<file path="src/rtl/cpu_types_pkg.sv">
// Shared types for the memory arbiter: RAM status codes, grant FSM states and the word type.
package cpu_types_pkg;

  localparam int WORD_W = 32;

  typedef logic [WORD_W-1:0] word_t;

  typedef enum logic [1:0] {
    FREE   = 2'd0,
    BUSY   = 2'd1,
    ACCESS = 2'd2,
    ERROR  = 2'd3
  } ramstate_t;

  typedef enum logic [1:0] {
    IDLE = 2'd0,
    IGNT = 2'd1,
    DGNT = 2'd2
  } arb_state_t;

endpackage

</file>
<file path="src/rtl/mem_arbiter_if.sv">
// Bundle of the instruction, data and RAM-side signals around the memory arbiter.
interface mem_arbiter_if #(
  parameter int ADDR_W = 32
);
  import cpu_types_pkg::*;

  logic              iREN;
  logic [ADDR_W-1:0] iaddr;
  logic              iwait;
  logic [ADDR_W-1:0] iload;
  logic              dREN;
  logic              dWEN;
  logic [ADDR_W-1:0] daddr;
  logic [ADDR_W-1:0] dstore;
  logic              dwait;
  logic [ADDR_W-1:0] dload;
  logic              err;
  logic              ramREN;
  logic              ramWEN;
  logic [ADDR_W-1:0] ramaddr;
  logic [ADDR_W-1:0] ramstore;
  logic [ADDR_W-1:0] ramload;
  ramstate_t         ramstate;

  // slave: the arbiter itself; master: datapath requesters plus the RAM
  modport slave (
    input  iREN, iaddr, dREN, dWEN, daddr, dstore, ramload, ramstate,
    output iwait, iload, dwait, dload, err, ramREN, ramWEN, ramaddr, ramstore
  );

  modport master (
    output iREN, iaddr, dREN, dWEN, daddr, dstore, ramload, ramstate,
    input  iwait, iload, dwait, dload, err, ramREN, ramWEN, ramaddr, ramstore
  );

endinterface

</file>
<file path="src/rtl/mem_arb_timer.sv">
// Grant watchdog: counts non-completing grant cycles and flags the last permitted one.
module mem_arb_timer #(
  parameter int TIMEOUT = 255
) (
  input  logic CLK,
  input  logic nRST,
  input  logic clear,
  input  logic enable,
  output logic expire
);

  localparam int TW = $clog2(TIMEOUT + 1);
  localparam logic [TW-1:0] LAST = TW'(TIMEOUT - 1);

  logic [TW-1:0] count;

  always_ff @(posedge CLK or negedge nRST) begin
    if (!nRST) begin
      count <= '0;
    end else if (clear) begin
      count <= '0;
    end else if (enable) begin
      count <= count + 1'b1;
    end
  end

  assign expire = (count == LAST);

endmodule

</file>
<file path="src/rtl/mem_arbiter.sv">
// Single-port RAM arbiter: data requests win, a starvation counter forces instruction
// fetch progress, and a watchdog aborts grants the RAM never answers.
module mem_arbiter
  import cpu_types_pkg::*;
#(
  parameter int ADDR_W       = 32,
  parameter int STARVE_LIMIT = 4,
  parameter int TIMEOUT      = 255
) (
  input  logic         CLK,
  input  logic         nRST,
  mem_arbiter_if.slave bus
);

  localparam int SW = $clog2(STARVE_LIMIT + 1);
  localparam logic [SW-1:0] STARVE_MAX = SW'(STARVE_LIMIT);

  arb_state_t        state, next_state;
  logic [SW-1:0]     starve, starve_next;
  logic              data_req;
  logic              ifetch_forced;
  logic              owner_req;
  logic              done;
  logic              failed;
  logic              expire;
  logic              timer_clr;
  logic              timer_en;
  logic [ADDR_W-1:0] hit_load;

  assign data_req      = bus.dREN | bus.dWEN;
  assign ifetch_forced = bus.iREN && (starve == STARVE_MAX);
  assign hit_load      = (bus.ramstate == ACCESS) ? bus.ramload : '0;

  mem_arb_timer #(.TIMEOUT(TIMEOUT)) u_timer (
    .CLK    (CLK),
    .nRST   (nRST),
    .clear  (timer_clr),
    .enable (timer_en),
    .expire (expire)
  );

  always_ff @(posedge CLK or negedge nRST) begin
    if (!nRST) begin
      state  <= IDLE;
      starve <= '0;
    end else begin
      state  <= next_state;
      starve <= starve_next;
    end
  end

  always_comb begin
    next_state   = state;
    starve_next  = starve;
    owner_req    = 1'b0;
    done         = 1'b0;
    failed       = 1'b0;
    timer_clr    = 1'b0;
    timer_en     = 1'b0;
    bus.iwait    = 1'b1;
    bus.dwait    = 1'b1;
    bus.iload    = '0;
    bus.dload    = '0;
    bus.err      = 1'b0;
    bus.ramREN   = 1'b0;
    bus.ramWEN   = 1'b0;
    bus.ramaddr  = '0;
    bus.ramstore = '0;

    case (state)
      IDLE: begin
        timer_clr = 1'b1;
        if (data_req && !ifetch_forced) begin
          next_state = DGNT;
          if (bus.iREN && (starve != STARVE_MAX)) starve_next = starve + 1'b1;
        end else if (bus.iREN) begin
          next_state  = IGNT;
          starve_next = '0;
        end
      end
      DGNT: begin
        owner_req    = data_req;
        bus.ramREN   = bus.dREN;
        bus.ramWEN   = bus.dWEN;
        bus.ramaddr  = bus.daddr;
        bus.ramstore = bus.dstore;
      end
      IGNT: begin
        owner_req   = bus.iREN;
        bus.ramREN  = bus.iREN;
        bus.ramaddr = bus.iaddr;
      end
      default: next_state = IDLE;
    endcase

    // A dropped request ends the grant silently; otherwise ACCESS/ERROR/expiry completes it
    if (state != IDLE) begin
      done     = owner_req && ((bus.ramstate == ACCESS) || (bus.ramstate == ERROR) || expire);
      failed   = done && (bus.ramstate != ACCESS);
      timer_en = owner_req && !done;
      if (!owner_req || done) next_state = IDLE;
      if (done) begin
        bus.err = failed;
        if (state == DGNT) begin
          bus.dwait = 1'b0;
          bus.dload = hit_load;
        end else begin
          bus.iwait = 1'b0;
          bus.iload = hit_load;
        end
      end
    end
  end

endmodule

</file>
<file path="src/flat_wrapper.sv">
// flat-port wrapper written by rule: the top's interface ports become plain ports
module mem_arbiter_flat import cpu_types_pkg::*;
#(
  parameter int ADDR_W       = 32,
  parameter int STARVE_LIMIT = 4,
  parameter int TIMEOUT      = 255
)
  (CLK, nRST, bus_iREN, bus_iaddr, bus_dREN, bus_dWEN, bus_daddr, bus_dstore, bus_ramload, bus_ramstate, bus_iwait, bus_iload, bus_dwait, bus_dload, bus_err, bus_ramREN, bus_ramWEN, bus_ramaddr, bus_ramstore);
  mem_arbiter_if #(.ADDR_W(ADDR_W)) bus_i ();
  input  logic CLK;
  input  logic nRST;
  input wire logic [$bits(bus_i.iREN)-1:0] bus_iREN;
  input wire logic [$bits(bus_i.iaddr)-1:0] bus_iaddr;
  input wire logic [$bits(bus_i.dREN)-1:0] bus_dREN;
  input wire logic [$bits(bus_i.dWEN)-1:0] bus_dWEN;
  input wire logic [$bits(bus_i.daddr)-1:0] bus_daddr;
  input wire logic [$bits(bus_i.dstore)-1:0] bus_dstore;
  input wire logic [$bits(bus_i.ramload)-1:0] bus_ramload;
  input wire logic [$bits(bus_i.ramstate)-1:0] bus_ramstate;
  output wire logic [$bits(bus_i.iwait)-1:0] bus_iwait;
  output wire logic [$bits(bus_i.iload)-1:0] bus_iload;
  output wire logic [$bits(bus_i.dwait)-1:0] bus_dwait;
  output wire logic [$bits(bus_i.dload)-1:0] bus_dload;
  output wire logic [$bits(bus_i.err)-1:0] bus_err;
  output wire logic [$bits(bus_i.ramREN)-1:0] bus_ramREN;
  output wire logic [$bits(bus_i.ramWEN)-1:0] bus_ramWEN;
  output wire logic [$bits(bus_i.ramaddr)-1:0] bus_ramaddr;
  output wire logic [$bits(bus_i.ramstore)-1:0] bus_ramstore;
  assign bus_i.iREN = bus_iREN;
  assign bus_i.iaddr = bus_iaddr;
  assign bus_i.dREN = bus_dREN;
  assign bus_i.dWEN = bus_dWEN;
  assign bus_i.daddr = bus_daddr;
  assign bus_i.dstore = bus_dstore;
  assign bus_i.ramload = bus_ramload;
  assign bus_i.ramstate = bus_ramstate;
  assign bus_iwait = bus_i.iwait;
  assign bus_iload = bus_i.iload;
  assign bus_dwait = bus_i.dwait;
  assign bus_dload = bus_i.dload;
  assign bus_err = bus_i.err;
  assign bus_ramREN = bus_i.ramREN;
  assign bus_ramWEN = bus_i.ramWEN;
  assign bus_ramaddr = bus_i.ramaddr;
  assign bus_ramstore = bus_i.ramstore;
  mem_arbiter #(.ADDR_W(ADDR_W), .STARVE_LIMIT(STARVE_LIMIT), .TIMEOUT(TIMEOUT)) u_core (.CLK(CLK), .nRST(nRST), .bus(bus_i));
endmodule
</file>
<file path="config.mk">
export PLATFORM = sky130hd
export DESIGN_NAME = mem_arbiter_flat
export DESIGN_NICKNAME = d
export VERILOG_FILES = /design/src/rtl/cpu_types_pkg.sv /design/src/rtl/mem_arbiter_if.sv /design/src/rtl/mem_arb_timer.sv /design/src/rtl/mem_arbiter.sv /design/src/flat_wrapper.sv
export SDC_FILE = /design/constraint.sdc
export NUM_CORES = 1
export LEC_CHECK = 0
export BUFFER_PORTS_ARGS = -buffer_cell sky130_fd_sc_hd__buf_2
export CORE_AREA = 2 2 104 106
export CTS_BUF_LIST = sky130_fd_sc_hd__clkbuf_8 sky130_fd_sc_hd__clkbuf_16
export DETAILED_ROUTE_END_ITERATION = 8
export DIE_AREA = 0 0 106 108
export PLACE_DENSITY = 0.58
export SLEW_MARGIN = 15
export SYNTH_ARGS = -nofsm -noshare
export SYNTH_HDL_FRONTEND = slang
export SYNTH_SLANG_ARGS = --single-unit
</file>
<file path="constraint.sdc">
create_clock -name CLK -period 2.8 [get_ports CLK]
set_input_delay 0.14 -clock CLK [delete_from_list [all_inputs] [get_ports CLK]]
set_output_delay 0.14 -clock CLK [all_outputs]
set_load 0.005 [all_outputs]
</file>
==> key figures <==
Clock network
  – CTS Hold Buffers Added: 1
  – H-Tree Depth: 1
  – CTS buffer count: 3
  – Post-CTS sizing: 0
  – Worst skew pair latency: 0.25 ns
  – Root buffer cell: clkbuf_8
  – Setup repair bufs after CTS: 0
  – Clk buf depth: 2
  – TritonCTS Sinks: 13
  – CTS clock-pin slew for the worst setup and hold paths: 0.05 ns
  – CTS tree: built

Yosys
  – Register area share after synthesis: 16.1%
  – Top-area cell type share of the netlist area: 16.1%
  – Synth area leaders: dfrtp_1 (16%), a22oi_1 (12%), nor2_1 (11%)
  – Synth Instances: 314
  – Syn. warnings: 0
  – Mapped Nets: 456
  – Area leader, netlist: dfrtp_1
  – Post-synth EDFFs: 0
  – Post-Syn Area: 2020 sq um
  – Synth Flop Type: dfrtp_1
  – Number of synthesized register bits: 13
  – Syn avg cell area: 6.43 sq um
  – Yosys cell types: 35
  – Fraction of registers with async set/reset: 100%

Die
  – IO Pins: 268
  – Die height: 108 um
  – Die X-Extent: 106 um
  – Initial Utilization: 19.7%
  – Die area: 11400 sq um
  – Core area: 10200 sq um
  – Num rows: 37

Route
  – Via Count: 3125
  – Post-route ant nets: 0
  – DRT Wirelength: 9460 um
  – WL/cell: 13.5 um
  – Via/cell ratio: 4.46
  – Number of remaining DRC errors: 0
  – Initial DRC count: 236
  – Detailed Routing Iterations Pass 1: 4

Placed design
  – Placed cell count: 695
  – Routability-driven placement congestion ratio: 0.884
  – Hpwl dp: 7860 um
  – Port bufs: 267

STA
  – Crit share post-route: 88.2%
  – Worst-margin pin slew: 0.480 ns
  – Unrepaired setup endpoints after global routing: false
  – Slew margin rel.: 67.8%
  – Setup TNS Final: 0 ns
  – Max Clk Rate: 405 MHz
  – Finish-stage setup viols: 0
  – Final Hold Fails: 0
  – Clk_skew: 0.00288 ns
  – Pins Over Slew Limit: 0
  – Min Tclk post-route: 2.47 ns

Layout
  – ANT cells: 0
  – Layout cell share with drive strength beyond 1: 52.0%
  – Fillers: 1163
  – Most frequent cells in the layout: buf_2 (267), nor2_1 (57), nand2_1 (38)
  – Commonest non-fill, non-tap cell in the layout: buf_2
  – Final #Nets: 707
  – Fin cells: 700
  – Area Overhead vs Synth: 73.8%

Setup path
  – Crit path required time: 2.66 ns
  – Worst r2r dst: u_core.u_timer.count[4]$_DFFE_PN0P_
  – Critical Path Source Type: flip-flop
  – R2R Setup Slk: 0.80 ns
  – Worst Setup SP: u_core.state[0]$_DFF_PN0_
  – Worst EP arrival: 2.33 ns
  – Length in cells of the worst reg-to-reg path: 7
  – CP Cell Sequence: inv_1 -> ha_2 -> o21a_1 -> o21ai_1 -> or4b_1 -> buf_4 -> nor2_1 -> buf_2
  – Cell depth of the worst setup path: 8
  – Crit-path leading delay family: simple AND/OR/NAND/NOR gates
  – CP max-delay cell: or4b_1
  – CP max stage delay: 0.46 ns
  – Buf+Inv Stages, Crit Path: 3
  – CP Class: reg2out
  – Critical path fanouts, max: 32
  – Worst Setup EP: bus_iload[28]
  – Crit end category: primary output
  – Worst R2R Start: u_core.state[0]$_DFF_PN0_

Pwr
  – Combinational share of power: 80.0%
  – Psw: 1.05 mW
  – Pint: 1.15 mW
  – Pleak: 1.93 nW
  – Flop pwr share: 12.5%
  – Final Power: 2.20 mW
  – Switch share: 47.8%
  – Clock power share: 7.6%
  – Power density of the placed cells: 628 nW/um^2
  – VDD IR max: 0.000403 V

Job
  – Max Cap Viol: 0

Status
  – Outcome: completed

GRT
  – Antenna violations before repair: 1
  – Gr ovfl total: 0
  – Most used routing layer: met2
  – Met2 Track Usage GR: 25.1%
  – Met3 Use GR: 3.07%
  – Global-route wire length before repair: 13900 um
  – Number of global-route vias before repair: 2773
  – Largest net degree at the start of global routing: 37
  – Tot GR Track Use: 14.7%
  – Grt met1 use: 20.0%

Min path
  – Worst Hold Class: in2reg
-- per-layer routing --
layer | up-vias | share of wire [%]
li1 | 1554 | -
met4 | 0 | 0.33
met2 | 162 | 48
met3 | 7 | 8.1
met1 | 1402 | 44
met5 | - | 0
-- registers in the layout, summed over array words and instances (netlist names) --
register and flops:
u_core.starve 3, u_core.state 2, u_core.u_timer.count 8
-- Yosys cell counts, drive strengths merged, types with 2 or more instances --
| library cell | number |
|---|---|
| nor2 | 67 |
| a21oi | 9 |
| buf | 10 |
| nor2b | 34 |
| clkbuf | 22 |
| and4 | 2 |
| or4 | 4 |
| nand3 | 3 |
| ha | 7 |
| nand4 | 2 |
| or3 | 4 |
| dfrtp | 13 |
| a32o | 2 |
| o31ai | 4 |
| a22oi | 32 |
| nand2 | 38 |
| o21ai | 8 |
| and2 | 34 |
| inv | 6 |
-- through the flow --
step / utilization (%) / area, sq um / worst slack, ns / hold slack (ns)
final: 34.3 / 3510 / 0.330 / 0.208
after global placement: 33.8 / 3450 / 0.695 / 0.0481
after detailed placement: 33.8 / 3450 / 0.597 / 0.0556
after floorplan: - / 2020 / 0.681 / -0.156
after CTS: 34.3 / 3510 / 0.322 / 0.208
after global routing: 34.3 / 3510 / 0.144 / 0.269
-- cells by family after synthesis --
logic type	synth area share, %
simple gates	48.7
compound gates	21.7
buf+inv	8.62
flops	16.1
fa+ha+maj	4.34
mux	0.558
-- how the worst min path moves through the flow --
stage	endpoint	slack, ns	cells after the start	start
global placement	u_core.starve[0]$_DFFE_PN0P_	0.05	1	nRST
floorplan	u_core.starve[0]$_DFFE_PN0P_	-0.16	0	nRST
global route	u_core.starve[0]$_DFFE_PN0P_	0.27	3	bus_iREN
CTS	u_core.starve[0]$_DFFE_PN0P_	0.21	3	bus_iREN
finish	u_core.starve[0]$_DFFE_PN0P_	0.21	3	bus_iREN
detailed placement	u_core.starve[1]$_DFFE_PN0P_	0.06	1	nRST
-- area by class of cell --
cell class                 instances  area (sq um)  share of cell area (%)
clock buffer                       3          41.3                    1.18
clock inverter                     1          3.75                   0.107
inverter                           6          22.5                   0.642
multi-input combinational        263          1520                    43.4
sequential                        13           325                    9.27
tap                              136           170                    4.85
timing repair buffer             278          1420                    40.5
-- power groups by stage --
stage	clock (mW)	combinational, mW	sequential, mW
final	0.166	1.76	0.274
after global routing	0.182	1.95	0.282
after CTS	0.173	1.77	0.274
after detailed placement	0	1.76	0.276
after global placement	0	1.74	0.271
after floorplan	0	1.09	0.264
-- tightest hold or removal path: cells and delay by family --
kind            cells  cell delay [ns]
compound gates      1             0.07
buf+inv             1             0.14
simple gates        1             0.06
No activity file was read; power rests on OpenSTA's default activity.
